### config.mk
export PLATFORM = sky130hd
export DESIGN_NAME = booth_r4_mult
export DESIGN_NICKNAME = d
export VERILOG_FILES = /design/src/rtl/booth_r4_mult.sv
export SDC_FILE = /design/constraint.sdc
export NUM_CORES = 1
export LEC_CHECK = 0
export ABC_CLOCK_PERIOD_IN_PS = 9630
export BUFFER_PORTS_ARGS = -buffer_cell sky130_fd_sc_hd__buf_4
export CAP_MARGIN = 0
export CORE_MARGIN = 2
export CORE_UTILIZATION = 26
export DETAILED_ROUTE_END_ITERATION = 7
export PLACE_DENSITY = 0.46
export SYNTH_ARGS = -nofsm -noshare
export SYNTH_HDL_FRONTEND = slang
export SYNTH_SLANG_ARGS = --single-unit
### constraint.sdc
create_clock -name clk -period 9.63 [get_ports clk]
set_input_delay 1.4445 -clock clk [delete_from_list [all_inputs] [get_ports clk]]
set_output_delay 1.4445 -clock clk [all_outputs]
set_load 0.005 [all_outputs]
### src/rtl/booth_r4_mult.sv
// Sequential radix-4 Booth multiplier, one recoded digit per clock, with early
// exit once all remaining multiplier digits are zero.
//   clk, rst_n         : clock (rising edge), asynchronous active-low reset
//   start, signed_mode : launch request (ignored while busy), operand signedness
//   a, b               : multiplicand, multiplier (WIDTH bits)
//   busy, done         : RUN indicator, one-cycle product-valid pulse
//   product            : 2*WIDTH-bit result, held until the next accepted start
//   add_count          : number of +1/+2 digits applied
//   sub_count          : number of -1/-2 digits applied
module booth_r4_mult #(
  parameter int unsigned WIDTH = 32,
  localparam int unsigned NDIG = WIDTH / 2 + 1,
  localparam int unsigned CW   = $clog2(NDIG + 1)
) (
  input  logic                 clk,
  input  logic                 rst_n,
  input  logic                 start,
  input  logic                 signed_mode,
  input  logic [WIDTH-1:0]     a,
  input  logic [WIDTH-1:0]     b,
  output logic                 busy,
  output logic                 done,
  output logic [2*WIDTH-1:0]   product,
  output logic [CW-1:0]        add_count,
  output logic [CW-1:0]        sub_count
);

  localparam int unsigned PW = 2 * WIDTH;
  localparam int unsigned BW = WIDTH + 2;   // bext[WIDTH:0] plus bext[-1]

  localparam logic [1:0] IDLE = 2'd0;
  localparam logic [1:0] RUN  = 2'd1;
  localparam logic [1:0] FIN  = 2'd2;

  logic [1:0]    state_q;
  logic [1:0]    state_n;
  logic [BW-1:0] bsh_q;    // bsh_q[k] = bext[2i+k-1], sign-filled on shift
  logic [PW-1:0] msh_q;    // aext * 4^i, extended to product width
  logic [CW-1:0] idx_q;

  logic          accept_c;
  logic          pos_c;
  logic          neg_c;
  logic          two_c;
  logic          rest_same_c;
  logic          last_c;
  logic [PW-1:0] pp_c;
  logic [PW-1:0] prod_next_c;

  assign accept_c = start && (state_q != RUN);

  // Booth recoding of the current 3-bit window
  always_comb begin
    pos_c = 1'b0;
    neg_c = 1'b0;
    two_c = 1'b0;
    case (bsh_q[2:0])
      3'b001, 3'b010: pos_c = 1'b1;
      3'b011:         begin pos_c = 1'b1; two_c = 1'b1; end
      3'b100:         begin neg_c = 1'b1; two_c = 1'b1; end
      3'b101, 3'b110: neg_c = 1'b1;
      default:        ;
    endcase
  end

  // Partial product accumulate and early-exit detection
  always_comb begin
    pp_c        = two_c ? (msh_q << 1) : msh_q;
    prod_next_c = product;
    if (pos_c)      prod_next_c = product + pp_c;
    else if (neg_c) prod_next_c = product - pp_c;
    // bext[WIDTH:2i+1] all equal means every later digit recodes to zero
    rest_same_c = (&bsh_q[BW-1:2]) || (~|bsh_q[BW-1:2]);
    last_c      = (idx_q == CW'(NDIG - 1)) || rest_same_c;
  end

  // Next-state logic
  always_comb begin
    state_n = state_q;
    case (state_q)
      IDLE:    if (start) state_n = RUN;
      RUN:     if (last_c) state_n = FIN;
      FIN:     state_n = start ? RUN : IDLE;
      default: state_n = IDLE;
    endcase
  end

  // State register with registered status outputs
  always_ff @(posedge clk or negedge rst_n) begin
    if (!rst_n) begin
      state_q <= IDLE;
      busy    <= 1'b0;
      done    <= 1'b0;
    end else begin
      state_q <= state_n;
      busy    <= (state_n == RUN);
      done    <= (state_n == FIN);
    end
  end

  // Datapath: operand latch on accept, one digit per RUN cycle
  always_ff @(posedge clk or negedge rst_n) begin
    if (!rst_n) begin
      bsh_q     <= '0;
      msh_q     <= '0;
      idx_q     <= '0;
      product   <= '0;
      add_count <= '0;
      sub_count <= '0;
    end else if (accept_c) begin
      bsh_q     <= {signed_mode & b[WIDTH-1], b, 1'b0};
      msh_q     <= {{WIDTH{signed_mode & a[WIDTH-1]}}, a};
      idx_q     <= '0;
      product   <= '0;
      add_count <= '0;
      sub_count <= '0;
    end else if (state_q == RUN) begin
      product   <= prod_next_c;
      bsh_q     <= {{2{bsh_q[BW-1]}}, bsh_q[BW-1:2]};
      msh_q     <= msh_q << 2;
      idx_q     <= idx_q + CW'(1);
      if (pos_c) add_count <= add_count + CW'(1);
      if (neg_c) sub_count <= sub_count + CW'(1);
    end
  end

endmodule

==> metrics, run 1 <==
GRT Overall Usage 16.9%; Max Cap Violations 0; highest clock rate 129 MHz; post-detail-place hpwl 39.1 mm; CTS buffer count 17; vias in the first global route 14.2k; antenna violations before repair 4; maximum clock path buffer count 2; # DRC 0; post-synthesis sequential area ratio 29.0%; Slew Viols, Final 0; Hold Path Class reg -> reg; die width 249 um; Final min period 7.73 ns; chip height 249 um; drt first-iter violations 1,116; drt first pass iters 5; Syn Inst Count 1,983; IO Count 144; Layout Skew 0.0146 ns; Initial Util 26.3%; post-CTS setup buffer count 0; worst hold stages 2; # setup viols final 0; Port Buffers 143; synthesized cell area 15,600 um^2; Synth async-reset ratio 100%; largest net degree at the start of global routing 128; Setup crit start kind register; r2r worst-path depth 25; Primary FF master, synth dfrtp_1; die area 62,000 um^2; Routed Antenna Nets 0; CTS tree built; total grt overflow 0; Ys Warns 0; CP endpoint kind register; syn nets 2,136; most common cell after layout, fill and taps aside o21ai_0; run status finished clean; Crit Path Class reg -> reg; Avg Vias per Cell 5.32; Clk Latency, worst-skew pair 0.50 ns; post_cts resized 0; final hold violation count 0; # nets final 2,151; most frequent cells in the layout o21ai_0, nand2_1, dfrtp_1; CP arrival 8.07 ns; Routed WL 52.8 mm; RSZ-0062 raised after global routing no; fillers 6,383; Distinct cells, synth 87; core footprint 59,200 um^2; share of cells above drive strength 1 11.7%; root buf cell clkbuf_16; post-cts hold buffer count 0; htree depth 4; Avg Cell Area, Syn 7.87 um^2; first-pass GRT wire length 82.8 mm; vias after detailed routing 14.8k; CP Max Fanout 68; placer congestion estimate 0.894; post-route setup TNS 0 ns; Reg clk slew, reported paths 0.08 ns; CTS Sinks 181; final worst-path cycle share 80.3%; Rel. slew slack 19.4%; row cnt 89; Worst-Margin Slew 1.20 ns; synthesis-stage register bit count 181; Layout area overhead 13.5%; Avg WL per Cell 19.0 um; EDFF count, synth 0; Worst Path Required 9.97 ns
-- sequential cells by signal, indices dropped and copies added, names as in the netlist --
| register | flops |
|---|---|
| add_count | 5 |
| bsh_q | 34 |
| busy | 1 |
| done | 1 |
| idx_q | 5 |
| msh_q | 64 |
| product | 64 |
| state_q | 2 |
| sub_count | 5 |
-- critical path, stage by stage (launching register included) --
cell and delay, ns:
dfrtp_4 0.73, buf_4 0.56, nor3b_2 0.26, buf_4 0.27, nor2_4 0.06, nand2_1 0.12, ha_1 0.27, inv_1 0.06
a31oi_1 0.26, nand4_1 0.19, or4_4 0.50, nor4_1 0.92, nand2_1 0.28, nor3_1 0.37, mux2i_1 0.24, nand2_1 0.08
ha_1 0.39, nand2_1 0.10, nor2_1 0.18, nand3_1 0.12, o21ai_0 0.42, a311o_1 0.29, a21oi_1 0.13, o311ai_0 0.48
xnor2_1 0.17, o21ai_0 0.08
-- cell type report --
type,instances,area [um^2],share of cell area (%)
Multi-Input combinational cell,1612,10300,58.1
Sequential cell,181,4530,25.6
Inverter,26,97.6,0.551
Tap cell,773,967,5.46
Clock inverter,15,183,1.03
Clock buffer,17,425,2.40
Timing Repair Buffer,160,1210,6.81
Antenna cell,2,5.00,0.0282
-- cells by family after synthesis --
| group | Yosys count | share of synthesized area, % |
|---|---|---|
| simple gates | 701 | 22.5 |
| fa+ha+maj | 85 | 6.86 |
| compound gates | 621 | 24.1 |
| xor+xnor | 113 | 6.34 |
| mux | 92 | 5.90 |
| buf+inv | 190 | 5.27 |
| flops | 181 | 29.0 |
-- synth_stat cells, types with 5 or more instances --
| cell type | n | share of area [%] |
|---|---|---|
| nor4_1 | 18 | 0.72 |
| nor2_1 | 122 | 2.9 |
| nor2b_1 | 42 | 1.7 |
| nand3b_1 | 5 | 0.24 |
| inv_1 | 24 | 0.58 |
| a21boi_0 | 10 | 0.48 |
| or3_1 | 16 | 0.64 |
| o21bai_1 | 11 | 0.53 |
| xor2_1 | 59 | 3.3 |
| clkbuf_1 | 119 | 2.9 |
| nand2_1 | 217 | 5.2 |
| o31ai_1 | 12 | 0.58 |
| nor3b_1 | 18 | 0.87 |
| a21o_1 | 43 | 2.1 |
| nand3_1 | 110 | 3.5 |
| nand2b_1 | 11 | 0.44 |
| o22ai_1 | 11 | 0.44 |
| buf_6 | 10 | 0.72 |
| buf_1 | 14 | 0.34 |
| ha_1 | 84 | 6.7 |
| nor3_1 | 52 | 1.7 |
| a31oi_1 | 17 | 0.68 |
| mux2i_1 | 92 | 5.9 |
| buf_2 | 18 | 0.58 |
| xnor2_1 | 54 | 3.0 |
| o21ai_1 | 13 | 0.42 |
| and2_1 | 10 | 0.40 |
| and3_1 | 9 | 0.36 |
| or4_1 | 6 | 0.29 |
| a21oi_1 | 141 | 4.5 |
| o311ai_0 | 8 | 0.45 |
| nand4_1 | 37 | 1.5 |
| a211oi_1 | 13 | 0.63 |
| a2111oi_0 | 8 | 0.45 |
| dfrtp_1 | 181 | 29 |
| o211ai_1 | 11 | 0.53 |
| o21a_1 | 10 | 0.48 |
| o21ai_0 | 255 | 8.2 |
-- worst paths after layout --
check	start	endpoint	slack, ns
worst max-delay path	bsh_q[2]$_DFFE_PN0P_	product[62]$_DFFE_PN0P_	1.90
worst min-delay path	bsh_q[10]$_DFFE_PN0P_	bsh_q[8]$_DFFE_PN0P_	0.53
worst max register to register	bsh_q[2]$_DFFE_PN0P_	product[62]$_DFFE_PN0P_	1.90
worst min register to register	bsh_q[10]$_DFFE_PN0P_	bsh_q[8]$_DFFE_PN0P_	0.53
max in group asynchronous	rst_n	bsh_q[2]$_DFFE_PN0P_	7.23
min in group asynchronous	rst_n	product[55]$_DFFE_PN0P_	0.90
-- per-stage QoR --
stage	util (%)	std cells	instance area, um^2	hold WS [ns]	worst slack [ns]
after detailed placement	28.9	2752	17100	0.522	2.02
after global routing	29.9	2784	17700	0.578	1.28
after CTS	29.9	2784	17700	0.540	2.02
final	29.9	2786	17700	0.530	1.90
after global placement	28.9	2752	17100	0.508	2.26
after floorplan	-	1983	15600	0.474	2.73
-- routing by layer --
metal | vias to the layer above | global-route usage (%) | part of all wire, %
met5 | - | 0 | 0.051
li1 | 7249 | - | -
met3 | 52 | 4.12 | 5.9
met4 | 4 | 4.73 | 1.6
met1 | 7157 | 23.6 | 48
met2 | 354 | 25.8 | 44
Power of run 1 is left out: the tool's default activity adds up to more than one toggle a clock period on the data nets, which glitch-free logic cannot reach.
==> run 2: changes to the inputs <==
--- a/config.mk
+++ b/config.mk
@@ -5,7 +5,8 @@
 export SDC_FILE = /design/constraint.sdc
 export NUM_CORES = 1
 export LEC_CHECK = 0
-export ABC_CLOCK_PERIOD_IN_PS = 9630
+export ABC_AREA = 1
+export ABC_CLOCK_PERIOD_IN_PS = 7790
 export BUFFER_PORTS_ARGS = -buffer_cell sky130_fd_sc_hd__buf_4
 export CAP_MARGIN = 0
 export CORE_MARGIN = 2
==> constraint.sdc (replaced) <==
create_clock -name clk -period 7.79 [get_ports clk]
set_input_delay 1.1685 -clock clk [delete_from_list [all_inputs] [get_ports clk]]
set_output_delay 1.1685 -clock clk [all_outputs]
set_load 0.005 [all_outputs]
==> run 2 against run 1 <==
  * Die area decreased by 0.61%
  * Register-to-register slack improved by 0.31 ns
  * Synthesized cell count increased by 20%
  * First-iteration DRC count increased by 3.3%
  * Final cell count increased by 18%
  * Design area increased by 1.3%
  * Wire length increased by 15%
  * Via count increased by 8.2%
  * Sequential share of layout area decreased by 0.35 points
  * Synthesized area decreased by 0.62%
  * Critical endpoint is now product[63]$_DFFE_PN0P_
==> metrics, run 2 <==
run status finished clean; final hold violation count 0; CTS buffer count 17; vias in the first global route 15.8k; core footprint 59,000 um^2; post_cts resized 0; die area 61,600 um^2; share of cells above drive strength 1 10.3%; most common cell in the netlist nand2_1; Synth top area share 29.2%; slowest stage delay, CP 0.53 ns; drt first pass iters 6; top post-synthesis cells by count nand2_1, inv_1, nor2_1; Finished Layout Cells 3,279; Final Cell Area 18,000 um^2; Routed WL 60.8 mm; CP max stage cell nand2_8; post-detail-place hpwl 49.6 mm; adder-cell share of the synthesized area 6.90%; EDFF count, synth 0; Avg Vias per Cell 4.89; Area after DPL 17,300 um^2; CP Max Fanout 68; Distinct cells, synth 54; Synth Area in Compound Gates 16.7%; # DRC 0; die width 248 um; Worst path most repeated cell nand2_1; post-route setup TNS 0 ns; leading registers by flop count msh_q x64, product x64, bsh_q x34; Setup crit start kind register; Max Cap Violations 0; CP endpoint kind register; Routed Antenna Nets 0; Reg clk slew, reported paths 0.08 ns; post-CTS setup buffer count 0; Final min period 5.58 ns; Clk Latency, worst-skew pair 0.51 ns; first-pass GRT wire length 92.9 mm; Syn Inst Count 2,385; Post-Synth Simple-Gate Area 34.0%; # nets final 2,645; Ys Warns 0; largest family of logic cells by synthesized area simple AND/OR/NAND/NOR gates; post-synthesis sequential area ratio 29.2%; htree depth 4; drt first-iter violations 1,153; CP top delay family simple AND/OR/NAND/NOR gates; maximum clock path buffer count 2; Worst Path Required 8.18 ns; Synth async-reset ratio 100%; synthesized cell area 15,500 um^2; row cnt 89; Post-Synth XOR/XNOR Area 3.22%; root buf cell clkbuf_16; synth top area cells dfrtp_1, nand2_1, inv_1; total grt overflow 0; Port Buffers 143; Rel. slew slack 19.6%; final worst-path cycle share 71.6%; multiplexer area fraction after synthesis 0%; # setup viols final 0; WP buf/inv 2; IO Count 144; CTS tree built; Slew Viols, Final 0; Avg WL per Cell 18.5 um; placer congestion estimate 0.974; CTS Sinks 181; Worst-Margin Slew 1.20 ns; Crit Path Class reg -> reg; highest clock rate 179 MHz; synthesis-stage register bit count 181; post-cts hold buffer count 0; antenna violations before repair 2; Primary FF master, synth dfrtp_1; area leader, netlist dfrtp_1; ordered cell list for the critical path inv_2, nand3_4, nand2_8, nand2_1, o21ai_0, ha_1, nand4_1, nor2_2, nand3_2, o21ai_1, xor2_1, ha_1, inv_1, o21bai_1, nand2_1, nand2_1, a21oi_1, o21ai_0, nand2_1, nand2_1, a21oi_1, nand3_1, nand3_1, nand2_1; Avg Cell Area, Syn 6.50 um^2; placed cells 3,246; GRT Overall Usage 20.1%; syn nets 2,538; most common cell after layout, fill and taps aside nand2_1; Hold Path Class reg -> reg; Layout area overhead 15.7%; Initial Util 26.3%; RSZ-0062 raised after global routing no; CP arrival 5.97 ns; largest net degree at the start of global routing 79; vias after detailed routing 16.0k; chip height 248 um; most frequent cells in the layout nand2_1, inv_1, nor2_1; Layout Skew 0.0181 ns
run 2: path summary, 6_finish.rpt:
check / startpoint / to / slack (ns) / cells past startpoint
hold reg to reg: sub_count[4]$_DFFE_PN0P_ / sub_count[4]$_DFFE_PN0P_ / 0.47 / 1
min in group asynchronous: rst_n / product[12]$_DFFE_PN0P_ / 0.67 / 1
setup / recovery: bsh_q[2]$_DFFE_PN0P_ / product[63]$_DFFE_PN0P_ / 2.21 / 24
max in group asynchronous: rst_n / msh_q[38]$_DFFE_PN0P_ / 5.67 / 2
setup reg to reg: bsh_q[2]$_DFFE_PN0P_ / product[63]$_DFFE_PN0P_ / 2.21 / 24
hold / removal: sub_count[4]$_DFFE_PN0P_ / sub_count[4]$_DFFE_PN0P_ / 0.47 / 1
run 2: cell type report:
cell class                 count  area, um^2
clock buffer                  17         425
sequential                   181        4530
clock inverter                15         209
timing repair buffer         155        1170
tap                          773         967
antenna                        1        2.50
inverter                     316        1190
multi-input combinational   1821        9470
fill                        6538       41100
run 2: metrics by stage:
| step | setup WS, ns | util, % | hold WS (ns) |
|---|---|---|---|
| finish | 2.21 | 30.4 | 0.469 |
| global route | 1.74 | 30.4 | 0.525 |
| CTS | 2.22 | 30.4 | 0.472 |
| detailed placement | 2.26 | 29.3 | 0.460 |
| global placement | 2.23 | 29.3 | 0.461 |
| floorplan | 3.93 | - | 0.452 |
run 2: cells by family after synthesis:
family          Yosys count
compound gates          421
fa+ha+maj                85
xor+xnor                 57
flops                   181
simple gates           1258
buf+inv                 383
run 2: per-layer routing:
metal / vias to the layer above / wire, um / global-route usage [%]
met2: 356 / 28000 / 33.3
met4: 2 / 1910 / 7.49
met5: - / 13 / 0
met3: 67 / 2530 / 3.02
li1: 8023 / - / -
met1: 7587 / 28300 / 26.3
Power of run 2 is left out for the same reason.
==> run 3: changes to the inputs <==
--- a/config.mk
+++ b/config.mk
@@ -6,7 +6,7 @@
 export NUM_CORES = 1
 export LEC_CHECK = 0
 export ABC_AREA = 1
-export ABC_CLOCK_PERIOD_IN_PS = 7790
+export ABC_CLOCK_PERIOD_IN_PS = 5660
 export BUFFER_PORTS_ARGS = -buffer_cell sky130_fd_sc_hd__buf_4
 export CAP_MARGIN = 0
 export CORE_MARGIN = 2
==> constraint.sdc (replaced) <==
create_clock -name clk -period 5.66 [get_ports clk]
set_input_delay 0.849 -clock clk [delete_from_list [all_inputs] [get_ports clk]]
set_output_delay 0.849 -clock clk [all_outputs]
set_load 0.005 [all_outputs]
==> run 3 against run 2 <==
  * Via count up 1.2%
  * Critical endpoint is now product[62]$_DFFE_PN0P_
  * Worst setup slack worse by 1.8 ns
  * Maximum frequency up 6.6%
  * Global-route usage down 0.23 points
  * Final cell count up 0.15%
  * Count of clock-buffer cells in the layout unchanged
  * First-iteration DRC count down 1.6%
  * Highest routed layer unchanged
  * Hold slack worse by 0.22 ns
  * Design area about the same
  * Die area unchanged
  * Non-clock buffer count up 5
==> metrics, run 3 (synthesized netlist as in run 2, its figures left out) <==
WP buf/inv 3; largest net degree at the start of global routing 148; die width 248 um; first-pass GRT wire length 92.4 mm; IO Count 144; Avg WL per Cell 18.4 um; antenna violations before repair 1; run status finished clean; fillers 6,592; CTS Sinks 181; Max Cap Violations 0; Hold Path Class in -> async; leading registers by flop count msh_q x64, product x64, bsh_q x34; die area 61,600 um^2; ordered cell list for the critical path inv_2, nand3_4, nand2_8, nand2_1, nand2_1, inv_1, nor2_1, nand2_1, nor2_1, nand2_1, o21bai_4, xor2_1, ha_1, nand2_1, nor3_1, inv_1, nor4_1, nand4_1, nand2_1, nand2_1, nand3_1, nand2_1; # nets final 2,651; Setup crit start kind register; CP max stage cell dfrtp_1; # DRC 0; R2R Path End product[62]$_DFFE_PN0P_; Worst Path Required 6.06 ns; CP top delay family simple AND/OR/NAND/NOR gates; final worst-path cycle share 92.5%; drt first-iter violations 1,134; flop2flop setup slack 0.43 ns; slowest stage delay, CP 0.48 ns; total grt overflow 0; maximum clock path buffer count 2; final hold violation count 0; CP endpoint kind register; post-detail-place hpwl 48.4 mm; Clk Latency, worst-skew pair 0.52 ns; htree depth 4; most common cell after layout, fill and taps aside nand2_1; vias after detailed routing 16.2k; Crit Path Class reg -> reg; Initial Util 26.3%; RR Startpoint bsh_q[2]$_DFFE_PN0P_; CP Max Fanout 34; diode count 0; Reg clk slew, reported paths 0.08 ns; CTS tree built; row cnt 89; # setup viols final 0; GRT Overall Usage 19.8%; share of cells above drive strength 1 10.5%; area of the multi-input gates 9480 um^2; Routed Antenna Nets 0; Final min period 5.23 ns; Layout Utilization 30.4%; placer congestion estimate 0.984; vias in the first global route 15.8k; Avg Vias per Cell 4.94; root buf cell clkbuf_16; Worst path most repeated cell nand2_1; Worst-Margin Slew 0.942 ns; Layout area overhead 15.8%; Layout Skew 0.0190 ns; most frequent cells in the layout nand2_1, inv_1, nor2_1; Rel. slew slack 37.1%; Reg area 4530 um^2; post-route setup TNS 0 ns; core footprint 59,000 um^2; r2r worst-path depth 22; CP arrival 5.64 ns; drt first pass iters 5; Slew Viols, Final 0; Port Buffers 143; RSZ-0062 raised after global routing no; highest clock rate 191 MHz; Routed WL 60.3 mm; CTS buffer count 17; chip height 248 um
==> run 3: changes by cell type in the layout (fill, tap and decap cells not counted), sizes merged <==
cell,before,now
buf,154,159
inv,323,321
clkinv,8,9
clkinvlp,0,1
diode,1,0
nand2,741,742
==> run 3: worst max-delay path by stage <==
stage                          from                       to  depth (start not counted)
2_1_floorplan  bsh_q[1]$_DFFE_PN0P_  product[58]$_DFFE_PN0P_                         24
4_1_cts        bsh_q[2]$_DFFE_PN0P_  product[38]$_DFFE_PN0P_                         24
5_1_grt        bsh_q[2]$_DFFE_PN0P_  product[38]$_DFFE_PN0P_                         24
3_3_place_gp   bsh_q[2]$_DFFE_PN0P_  product[38]$_DFFE_PN0P_                         24
6_report       bsh_q[2]$_DFFE_PN0P_  product[62]$_DFFE_PN0P_                         22
3_5_place_dp   bsh_q[2]$_DFFE_PN0P_  product[38]$_DFFE_PN0P_                         24
==> run 3: repair_timing <==
action / CTS / global route
endpoints found under the setup margin: 0 / 3
gates resized for setup: 0 / 0
hold buffers: 0 / 0
buffers inserted: 0 / 0
==> run 3: metal layers <==
layer  up-vias  track usage (%)  wire (um)
li1       8023                -          -
met1      7633             26.4      27400
met5         -                0         11
met4         2             8.81       2240
met3        87             3.14       3370
met2       479             31.6      27300
==> run 3: layout make-up <==
class	count	area share (%)
timing repair buffer	160	6.79
sequential	181	25.2
tap	773	5.38
inverter	316	6.60
multi-input combinational	1822	52.7
clock inverter	15	0.912
clock buffer	17	2.37
==> run 3: per-stage QoR <==
stage / setup WS, ns / cells / instance area [um^2] / hold slack, ns
floorplan: 1.80 / 2385 / 15500 / 0.452
global placement: 0.370 / 3251 / 17400 / 0.458
detailed placement: 0.383 / 3251 / 17400 / 0.466
CTS: 0.358 / 3283 / 18000 / 0.224
global route: 0.0133 / 3284 / 18000 / 0.256
finish: 0.427 / 3284 / 18000 / 0.246
Power of run 3 is left out for the same reason.
